## src/rtl/may_ban_hang_if.sv

```systemverilog
// Bundle of coin, selection, price, stock and actuator signals for the vending controller.
// The controller takes the slave side; the panel/actuator model takes the master side.
interface may_ban_hang_if;
  logic       cen5, cen10, cen20;
  logic       item1, item2, item3, item4;
  logic [1:0] SL;
  logic [1:0] lowpriece, uppriece1, uppriece2;
  logic [5:0] slit1, slit2, slit3, slit4;
  logic       drop5, drop10, drop20;
  logic [1:0] dropitem1, dropitem2, dropitem3, dropitem4;
  logic [5:0] SLit1, SLit2, SLit3, SLit4;

  modport slave (
    input  cen5, cen10, cen20,
    input  item1, item2, item3, item4,
    input  SL, lowpriece, uppriece1, uppriece2,
    input  slit1, slit2, slit3, slit4,
    output drop5, drop10, drop20,
    output dropitem1, dropitem2, dropitem3, dropitem4,
    output SLit1, SLit2, SLit3, SLit4
  );

  modport master (
    output cen5, cen10, cen20,
    output item1, item2, item3, item4,
    output SL, lowpriece, uppriece1, uppriece2,
    output slit1, slit2, slit3, slit4,
    input  drop5, drop10, drop20,
    input  dropitem1, dropitem2, dropitem3, dropitem4,
    input  SLit1, SLit2, SLit3, SLit4
  );
endinterface

```

## src/rtl/may_ban_hang.sv

```systemverilog
// Four-item vending controller: coin credit with overflow echo, 1..3 unit vending,
// per-item stock tracking and largest-first change return, all outputs registered.
module may_ban_hang #(
  parameter int CREDIT_MAX = 200
) (
  input logic        clk,
  input logic        reset,
  may_ban_hang_if.slave bus
);

  typedef enum logic [1:0] {IDLE, VEND, CHANGE, WAIT_REL} state_t;

  localparam logic [8:0] MaxCredit = 9'(CREDIT_MAX);

  state_t     r_state, w_nextState;
  logic [7:0] r_credit, w_nextCredit;
  logic       r_prev5, r_prev10, r_prev20;
  logic [1:0] r_selIdx, w_nextSelIdx;
  logic [1:0] r_selQty, w_nextSelQty;
  logic [7:0] r_cost, w_nextCost;
  logic [5:0] r_stock [4];
  logic [5:0] w_nextStock [4];
  logic       r_drop5, r_drop10, r_drop20;
  logic       w_nextDrop5, w_nextDrop10, w_nextDrop20;
  logic [1:0] r_dropItem [4];
  logic [1:0] w_nextDropItem [4];

  logic       w_edge5, w_edge10, w_edge20;
  logic       w_coinsOn;
  logic [7:0] w_coinBase;
  logic [8:0] w_creditIn;
  logic       w_acc5, w_acc10, w_acc20;
  logic       w_rej5, w_rej10, w_rej20;
  logic [3:0] w_items;
  logic       w_reqValid;
  logic [1:0] w_reqIdx;
  logic [7:0] w_unit, w_price, w_reqCost;

  assign w_edge5  = bus.cen5  & ~r_prev5;
  assign w_edge10 = bus.cen10 & ~r_prev10;
  assign w_edge20 = bus.cen20 & ~r_prev20;
  assign w_items  = {bus.item4, bus.item3, bus.item2, bus.item1};

  // Coins accumulate against the credit as it will stand after this cycle's vend,
  // so a coin arriving in VEND is judged against the post-purchase balance.
  always_comb begin
    w_coinBase = (r_state == VEND) ? (r_credit - r_cost) : r_credit;
    w_coinsOn  = (r_state != CHANGE);
    w_creditIn = {1'b0, w_coinBase};
    w_acc5     = 1'b0;
    w_acc10    = 1'b0;
    w_acc20    = 1'b0;
    if (w_coinsOn && w_edge5 && ((w_creditIn + 9'd5) <= MaxCredit)) begin
      w_acc5     = 1'b1;
      w_creditIn = w_creditIn + 9'd5;
    end
    if (w_coinsOn && w_edge10 && ((w_creditIn + 9'd10) <= MaxCredit)) begin
      w_acc10    = 1'b1;
      w_creditIn = w_creditIn + 9'd10;
    end
    if (w_coinsOn && w_edge20 && ((w_creditIn + 9'd20) <= MaxCredit)) begin
      w_acc20    = 1'b1;
      w_creditIn = w_creditIn + 9'd20;
    end
    w_rej5  = w_coinsOn && w_edge5  && !w_acc5;
    w_rej10 = w_coinsOn && w_edge10 && !w_acc10;
    w_rej20 = w_coinsOn && w_edge20 && !w_acc20;
  end

  // Only a single pressed button counts as a request; the price table is in units of 5.
  always_comb begin
    w_reqValid = 1'b0;
    w_reqIdx   = 2'd0;
    case (w_items)
      4'b0001: begin w_reqValid = 1'b1; w_reqIdx = 2'd0; end
      4'b0010: begin w_reqValid = 1'b1; w_reqIdx = 2'd1; end
      4'b0100: begin w_reqValid = 1'b1; w_reqIdx = 2'd2; end
      4'b1000: begin w_reqValid = 1'b1; w_reqIdx = 2'd3; end
      default: begin w_reqValid = 1'b0; w_reqIdx = 2'd0; end
    endcase
    case (w_reqIdx)
      2'd0:    w_unit = {6'd0, bus.lowpriece} + 8'd1;
      2'd1:    w_unit = {6'd0, bus.lowpriece} + 8'd2;
      2'd2:    w_unit = {6'd0, bus.uppriece1} + 8'd4;
      default: w_unit = {6'd0, bus.uppriece2} + 8'd5;
    endcase
    w_price   = w_unit * 8'd5;
    w_reqCost = w_price * {6'd0, bus.SL};
  end

  always_comb begin
    w_nextState    = r_state;
    w_nextCredit   = w_creditIn[7:0];
    w_nextSelIdx   = r_selIdx;
    w_nextSelQty   = r_selQty;
    w_nextCost     = r_cost;
    w_nextStock    = r_stock;
    w_nextDrop5    = w_rej5;
    w_nextDrop10   = w_rej10;
    w_nextDrop20   = w_rej20;
    w_nextDropItem = '{default: 2'd0};
    case (r_state)
      IDLE: begin
        if (w_reqValid && (bus.SL != 2'd0) && (r_credit >= w_reqCost)) begin
          w_nextSelIdx = w_reqIdx;
          w_nextSelQty = bus.SL;
          w_nextCost   = w_reqCost;
          if (r_stock[w_reqIdx] >= {4'd0, bus.SL}) begin
            w_nextState = VEND;
          end else begin
            w_nextState = CHANGE;
          end
        end
      end
      VEND: begin
        w_nextDropItem[r_selIdx] = r_selQty;
        w_nextStock[r_selIdx]    = r_stock[r_selIdx] - {4'd0, r_selQty};
        w_nextState              = CHANGE;
      end
      CHANGE: begin
        w_nextCredit = r_credit;
        if (r_credit == 8'd0) begin
          w_nextState = WAIT_REL;
        end else begin
          if (r_credit >= 8'd20) begin
            w_nextDrop20 = 1'b1;
            w_nextCredit = r_credit - 8'd20;
          end else if (r_credit >= 8'd10) begin
            w_nextDrop10 = 1'b1;
            w_nextCredit = r_credit - 8'd10;
          end else begin
            w_nextDrop5  = 1'b1;
            w_nextCredit = r_credit - 8'd5;
          end
          if (w_nextCredit == 8'd0) begin
            w_nextState = WAIT_REL;
          end
        end
      end
      WAIT_REL: begin
        if (w_items == 4'd0) begin
          w_nextState = IDLE;
        end
      end
      default: w_nextState = IDLE;
    endcase
  end

  always_ff @(posedge clk) begin
    if (!reset) begin
      r_state <= IDLE;
    end else begin
      r_state <= w_nextState;
    end
  end

  // Reset mid-operation drops any pending change and reloads stock from the inputs.
  always_ff @(posedge clk) begin
    if (!reset) begin
      r_credit   <= 8'd0;
      r_prev5    <= 1'b0;
      r_prev10   <= 1'b0;
      r_prev20   <= 1'b0;
      r_selIdx   <= 2'd0;
      r_selQty   <= 2'd0;
      r_cost     <= 8'd0;
      r_drop5    <= 1'b0;
      r_drop10   <= 1'b0;
      r_drop20   <= 1'b0;
      r_dropItem <= '{default: 2'd0};
      r_stock[0] <= bus.slit1;
      r_stock[1] <= bus.slit2;
      r_stock[2] <= bus.slit3;
      r_stock[3] <= bus.slit4;
    end else begin
      r_credit   <= w_nextCredit;
      r_prev5    <= bus.cen5;
      r_prev10   <= bus.cen10;
      r_prev20   <= bus.cen20;
      r_selIdx   <= w_nextSelIdx;
      r_selQty   <= w_nextSelQty;
      r_cost     <= w_nextCost;
      r_drop5    <= w_nextDrop5;
      r_drop10   <= w_nextDrop10;
      r_drop20   <= w_nextDrop20;
      r_dropItem <= w_nextDropItem;
      r_stock    <= w_nextStock;
    end
  end

  assign bus.drop5     = r_drop5;
  assign bus.drop10    = r_drop10;
  assign bus.drop20    = r_drop20;
  assign bus.dropitem1 = r_dropItem[0];
  assign bus.dropitem2 = r_dropItem[1];
  assign bus.dropitem3 = r_dropItem[2];
  assign bus.dropitem4 = r_dropItem[3];
  assign bus.SLit1     = r_stock[0];
  assign bus.SLit2     = r_stock[1];
  assign bus.SLit3     = r_stock[2];
  assign bus.SLit4     = r_stock[3];

endmodule

```

## src/flat_wrapper.sv

```systemverilog
// flat-port wrapper written by rule: the top's interface ports become plain ports
module may_ban_hang_flat 
#(
  parameter int CREDIT_MAX = 200
)
  (clk, reset, bus_cen5, bus_cen10, bus_cen20, bus_item1, bus_item2, bus_item3, bus_item4, bus_SL, bus_lowpriece, bus_uppriece1, bus_uppriece2, bus_slit1, bus_slit2, bus_slit3, bus_slit4, bus_drop5, bus_drop10, bus_drop20, bus_dropitem1, bus_dropitem2, bus_dropitem3, bus_dropitem4, bus_SLit1, bus_SLit2, bus_SLit3, bus_SLit4);
  may_ban_hang_if bus_i ();
  input logic clk;
  input logic reset;
  input wire logic [$bits(bus_i.cen5)-1:0] bus_cen5;
  input wire logic [$bits(bus_i.cen10)-1:0] bus_cen10;
  input wire logic [$bits(bus_i.cen20)-1:0] bus_cen20;
  input wire logic [$bits(bus_i.item1)-1:0] bus_item1;
  input wire logic [$bits(bus_i.item2)-1:0] bus_item2;
  input wire logic [$bits(bus_i.item3)-1:0] bus_item3;
  input wire logic [$bits(bus_i.item4)-1:0] bus_item4;
  input wire logic [$bits(bus_i.SL)-1:0] bus_SL;
  input wire logic [$bits(bus_i.lowpriece)-1:0] bus_lowpriece;
  input wire logic [$bits(bus_i.uppriece1)-1:0] bus_uppriece1;
  input wire logic [$bits(bus_i.uppriece2)-1:0] bus_uppriece2;
  input wire logic [$bits(bus_i.slit1)-1:0] bus_slit1;
  input wire logic [$bits(bus_i.slit2)-1:0] bus_slit2;
  input wire logic [$bits(bus_i.slit3)-1:0] bus_slit3;
  input wire logic [$bits(bus_i.slit4)-1:0] bus_slit4;
  output wire logic [$bits(bus_i.drop5)-1:0] bus_drop5;
  output wire logic [$bits(bus_i.drop10)-1:0] bus_drop10;
  output wire logic [$bits(bus_i.drop20)-1:0] bus_drop20;
  output wire logic [$bits(bus_i.dropitem1)-1:0] bus_dropitem1;
  output wire logic [$bits(bus_i.dropitem2)-1:0] bus_dropitem2;
  output wire logic [$bits(bus_i.dropitem3)-1:0] bus_dropitem3;
  output wire logic [$bits(bus_i.dropitem4)-1:0] bus_dropitem4;
  output wire logic [$bits(bus_i.SLit1)-1:0] bus_SLit1;
  output wire logic [$bits(bus_i.SLit2)-1:0] bus_SLit2;
  output wire logic [$bits(bus_i.SLit3)-1:0] bus_SLit3;
  output wire logic [$bits(bus_i.SLit4)-1:0] bus_SLit4;
  assign bus_i.cen5 = bus_cen5;
  assign bus_i.cen10 = bus_cen10;
  assign bus_i.cen20 = bus_cen20;
  assign bus_i.item1 = bus_item1;
  assign bus_i.item2 = bus_item2;
  assign bus_i.item3 = bus_item3;
  assign bus_i.item4 = bus_item4;
  assign bus_i.SL = bus_SL;
  assign bus_i.lowpriece = bus_lowpriece;
  assign bus_i.uppriece1 = bus_uppriece1;
  assign bus_i.uppriece2 = bus_uppriece2;
  assign bus_i.slit1 = bus_slit1;
  assign bus_i.slit2 = bus_slit2;
  assign bus_i.slit3 = bus_slit3;
  assign bus_i.slit4 = bus_slit4;
  assign bus_drop5 = bus_i.drop5;
  assign bus_drop10 = bus_i.drop10;
  assign bus_drop20 = bus_i.drop20;
  assign bus_dropitem1 = bus_i.dropitem1;
  assign bus_dropitem2 = bus_i.dropitem2;
  assign bus_dropitem3 = bus_i.dropitem3;
  assign bus_dropitem4 = bus_i.dropitem4;
  assign bus_SLit1 = bus_i.SLit1;
  assign bus_SLit2 = bus_i.SLit2;
  assign bus_SLit3 = bus_i.SLit3;
  assign bus_SLit4 = bus_i.SLit4;
  may_ban_hang #(.CREDIT_MAX(CREDIT_MAX)) u_core (.clk(clk), .reset(reset), .bus(bus_i));
endmodule
```

## config.mk

```make
export PLATFORM = sky130hd
export DESIGN_NAME = may_ban_hang_flat
export DESIGN_NICKNAME = d
export VERILOG_FILES = /design/src/rtl/may_ban_hang_if.sv /design/src/rtl/may_ban_hang.sv /design/src/flat_wrapper.sv
export SDC_FILE = /design/constraint.sdc
export NUM_CORES = 1
export LEC_CHECK = 0
export CORE_MARGIN = 4
export CORE_UTILIZATION = 60
export DETAILED_ROUTE_END_ITERATION = 6
export GPL_ROUTABILITY_DRIVEN = 0
export PLACE_DENSITY_LB_ADDON = 0.2
export SETUP_SLACK_MARGIN = 0.3
export SYNTH_ARGS = -nofsm -noshare
export SYNTH_HDL_FRONTEND = slang
export SYNTH_SLANG_ARGS = --single-unit
```

## constraint.sdc

```tcl
create_clock -name clk -period 13.25 [get_ports clk]
set_input_delay 2.65 -clock clk [delete_from_list [all_inputs] [get_ports clk]]
set_output_delay 2.65 -clock clk [all_outputs]
set_load 0.01 [all_outputs]
```

==> results_dict.tcl <==
set metrics [dict create \
    outcome "completed" \
    wl_met1_um 6868 \
    firstDrtPassIters 5 \
    clk_latency_ns 0.36 \
    r2r-end "u_core.r_credit[6]" \
    max_freq_mhz 118.2 \
    cts.sinks 60 \
    routed.top_layer "met4" \
    reg2reg_setup_slack_ns 4.79 \
    drc 0 \
    tns_ns 0 \
    p_clk_share_pct 12.1 \
    ant_nets 0 \
    max-vdd-ir-drop_v 0.0001757 \
    async_flop_share_pct 0 \
    fin_cells 914 \
    hold_path_depth 2 \
    layout.nets 873 \
    syn_area_um2 6141 \
    synth_edf_count 24 \
    clockBufferDepth 2 \
    hold_viol 0 \
    leakage_nw 2.670 \
    finalCriticalPeriod_ns 8.462 \
    worst_slew_pin_slew_ns 1.118 \
    drtIter0Drc 510 \
    p_per_area_nw_per_um2 196.0 \
    hp-class "reg2reg" \
    h-tree-depth 3 \
    nFillCells 764 \
    relSlewSlack_pct 25.49 \
    core_area_um2 9864 \
    critPathCaptureType "flop" \
    synth_cell_types 112 \
    cts_setup_buffers 0 \
    vias 5771 \
    finalCritPeriodShare_pct 63.86 \
    min-delay-start "u_core.r_cost[5]" \
    finalMaxSlewViolations 0 \
    yosys_warnings 0 \
    avgSynthCellArea_um2 8.577 \
    cp.arrival_ns 8.71 \
    grt_overflow 0 \
    drv_cap 0 \
    swShare_pct 50.65 \
    antenna_found_initial 0 \
    yosysMostFrequentCell "nor2_1" \
    p_int_mw 0.6863 \
    route.detailed.wl_per_inst_um 18.23 \
    area_delta_synth_final_pct 15.55 \
    design_area_um2 7096 \
    skew_ns 0.009411 \
    routed_via_density 6.314 \
    diodes 0 \
    crit_path_max_fanout 20 \
    whs_endpoint "u_core.r_cost[5]" \
    grt_max_degree 47 \
    place_inst 898 \
    rows 36 \
    pwr-share-seq_pct 19.0 \
    yosysTopAreaCell "dfxtp_1" \
    switchingPower_mw 0.7044 \
    cts_tree "built" \
    synth_top_area_share_pct 11.74 \
    finalWirelength_um 16660 \
    finalSetupViolations 0 \
    cts-hold-fix-buffers 0 \
    cp-start-kind "flop" \
    die_w_um 109.2 \
    netlist_top_cells_area "dfxtp_1 (12%), edfxtp_1 (12%), ha_1 (11%)" \
    r2r-start "u_core.r_state[1]" \
    cts.clk_slew.worst_paths_ns 0.07 \
    critPathKind "reg2reg" \
    yosysSeqAreaShare_pct 23.47 \
    cts_made_buffers 9 \
    required_ns 13.49 \
    grt_pass1_wl_um 27140 \
    cts-root-buf "clkbuf_8" \
    slowest_stage "a222oi_1" \
    reg2reg_depth 28 \
    ios 76 \
    dieArea_um2 11920 \
    wl_met2_um 8032 \
    start_util_pct 62.25 \
    ctsResizeCount 0 \
    synth_ff_type "dfxtp_1" \
    io_buffers 75 \
    grt_pass1_vias 5616 \
    synth_seq_cells 60 \
    syn_inst 716 \
    crit_path_max_incr_delay_ns 0.98 \
    synth.top_cells.by_count "nor2_1 (84), a21oi_1 (62), nand2_1 (53)" \
    track_usage_pct 28.50 \
    place_area_um2 6897 \
    drive_gt1_share_pct 11.14 \
    dr_wl_met3_um 1022 \
    hpwl_um 12930 \
    die_h_um 109.2 \
    synth_nets 813 \
    power_frac_comb_pct 68.9 \
    rsz0062_at_grt "no" \
]
## worst max-delay path by stage
stage,to,slack (ns),from,depth (start not counted)
after global placement,u_core.r_selQty[0],5.32,bus_item3,25
after floorplan,u_core.r_credit[4],6.44,bus_cen5,22
after global routing,u_core.r_credit[6],4.20,u_core.r_state[1],28
after detailed placement,u_core.r_credit[6],5.06,u_core.r_state[1],28
after CTS,u_core.r_credit[6],4.99,u_core.r_state[1],28
final,u_core.r_credit[6],4.79,u_core.r_state[1],28
## cell usage in the layout (no fill, tap or decap), drive strengths merged, types with 5 or more instances in the layout
cell type	Yosys	routed
a211o	5	5
a211oi	13	13
a21o	10	10
a21oi	66	66
a31oi	8	8
and2	18	18
clkbuf	21	9
clkdlybuf4s50	0	75
clkinv	0	5
dfxtp	36	36
edfxtp	24	24
ha	52	52
inv	45	46
mux2i	10	10
mux4	6	6
nand2	55	55
nand2b	13	13
nand3	13	13
nor2	86	86
nor2b	6	6
nor3	13	13
nor4	5	5
o21ai	27	27
o2bb2ai	23	23
o31ai	8	8
o32ai	5	5
or2	8	8
or3	8	8
xnor2	31	31
xor2	8	8
## per-stage QoR
step / setup slack (ns) / total power, mW / utilization, % / hold slack (ns)
2_1_floorplan: 6.439 / 1.002 / - / 0.4544
3_3_place_gp: 5.319 / 1.168 / 69.91 / 0.4678
3_5_place_dp: 5.061 / 1.200 / 69.91 / 0.4817
4_1_cts: 4.989 / 1.373 / 71.93 / 0.4980
5_1_grt: 4.195 / 1.499 / 71.93 / 0.5194
6_report: 4.788 / 1.391 / 71.93 / 0.4938
## critical path: cells and delay by family, from the launching register on
family / cells / cell delay (ns)
adders and majority gates: 3 / 1.22
xor gates and xnor gates: 2 / 0.51
AOI/OAI and AO/OA: 10 / 3.43
buffers and inverters: 3 / 0.62
and+or+nand+nor: 10 / 2.21
DFF: 1 / 0.35
## per-layer routing
layer | global-route usage [%] | up-vias
met2 | 48.68 | 258
met5 | 0 | -
met3 | 4.737 | 55
met4 | 14.97 | 0
li1 | - | 2758
met1 | 34.25 | 2700
## registers in the layout (all words and copies together), names as in the netlist
signal / count
u_core.r_selQty: 2
u_core.r_prev20: 1
u_core.bus.dropitem2: 2
u_core.bus.SLit1: 6
u_core.r_selIdx: 2
u_core.bus.SLit4: 6
u_core.bus.dropitem3: 2
u_core.bus.dropitem1: 2
u_core.bus.drop5: 1
u_core.r_prev5: 1
u_core.r_cost: 8
u_core.bus.drop10: 1
u_core.bus.SLit2: 6
u_core.r_credit: 8
u_core.r_prev10: 1
u_core.bus.dropitem4: 2
u_core.bus.drop20: 1
u_core.r_state: 2
u_core.bus.SLit3: 6
## final cells by class
class	count	area (µm²)	area share [%]
inverters	45	168.9	2.381
clock inverters	7	75.07	1.058
clock buffers	9	123.9	1.746
flip-flops and latches	60	1441	20.31
multi-input cells	584	4362	61.47
repair buffers	76	758.2	10.69
well taps	133	166.4	2.345
## power by group through the flow
stage | Sequential (mW) | Combinational [mW] | Clock (mW)
2_1_floorplan | 0.249 | 0.752 | 0
3_3_place_gp | 0.265 | 0.904 | 0
3_5_place_dp | 0.266 | 0.934 | 0
4_1_cts | 0.262 | 0.941 | 0.170
5_1_grt | 0.268 | 1.05 | 0.180
6_report | 0.264 | 0.958 | 0.169
## kinds of logic (layout without fill, tap and decap cells)
kind of cell,Yosys count,in the layout,share of synthesized area [%]
DFF,60,60,23.47
AOI/OAI and AO/OA,218,218,26.69
and+or+nand+nor,251,251,21.17
adders and majority gates,56,56,11.90
muxes,20,20,4.971
xor gates and xnor gates,39,39,6.296
buffers and inverters,72,137,5.501
Note: power is estimated with default switching activity, not from simulation.
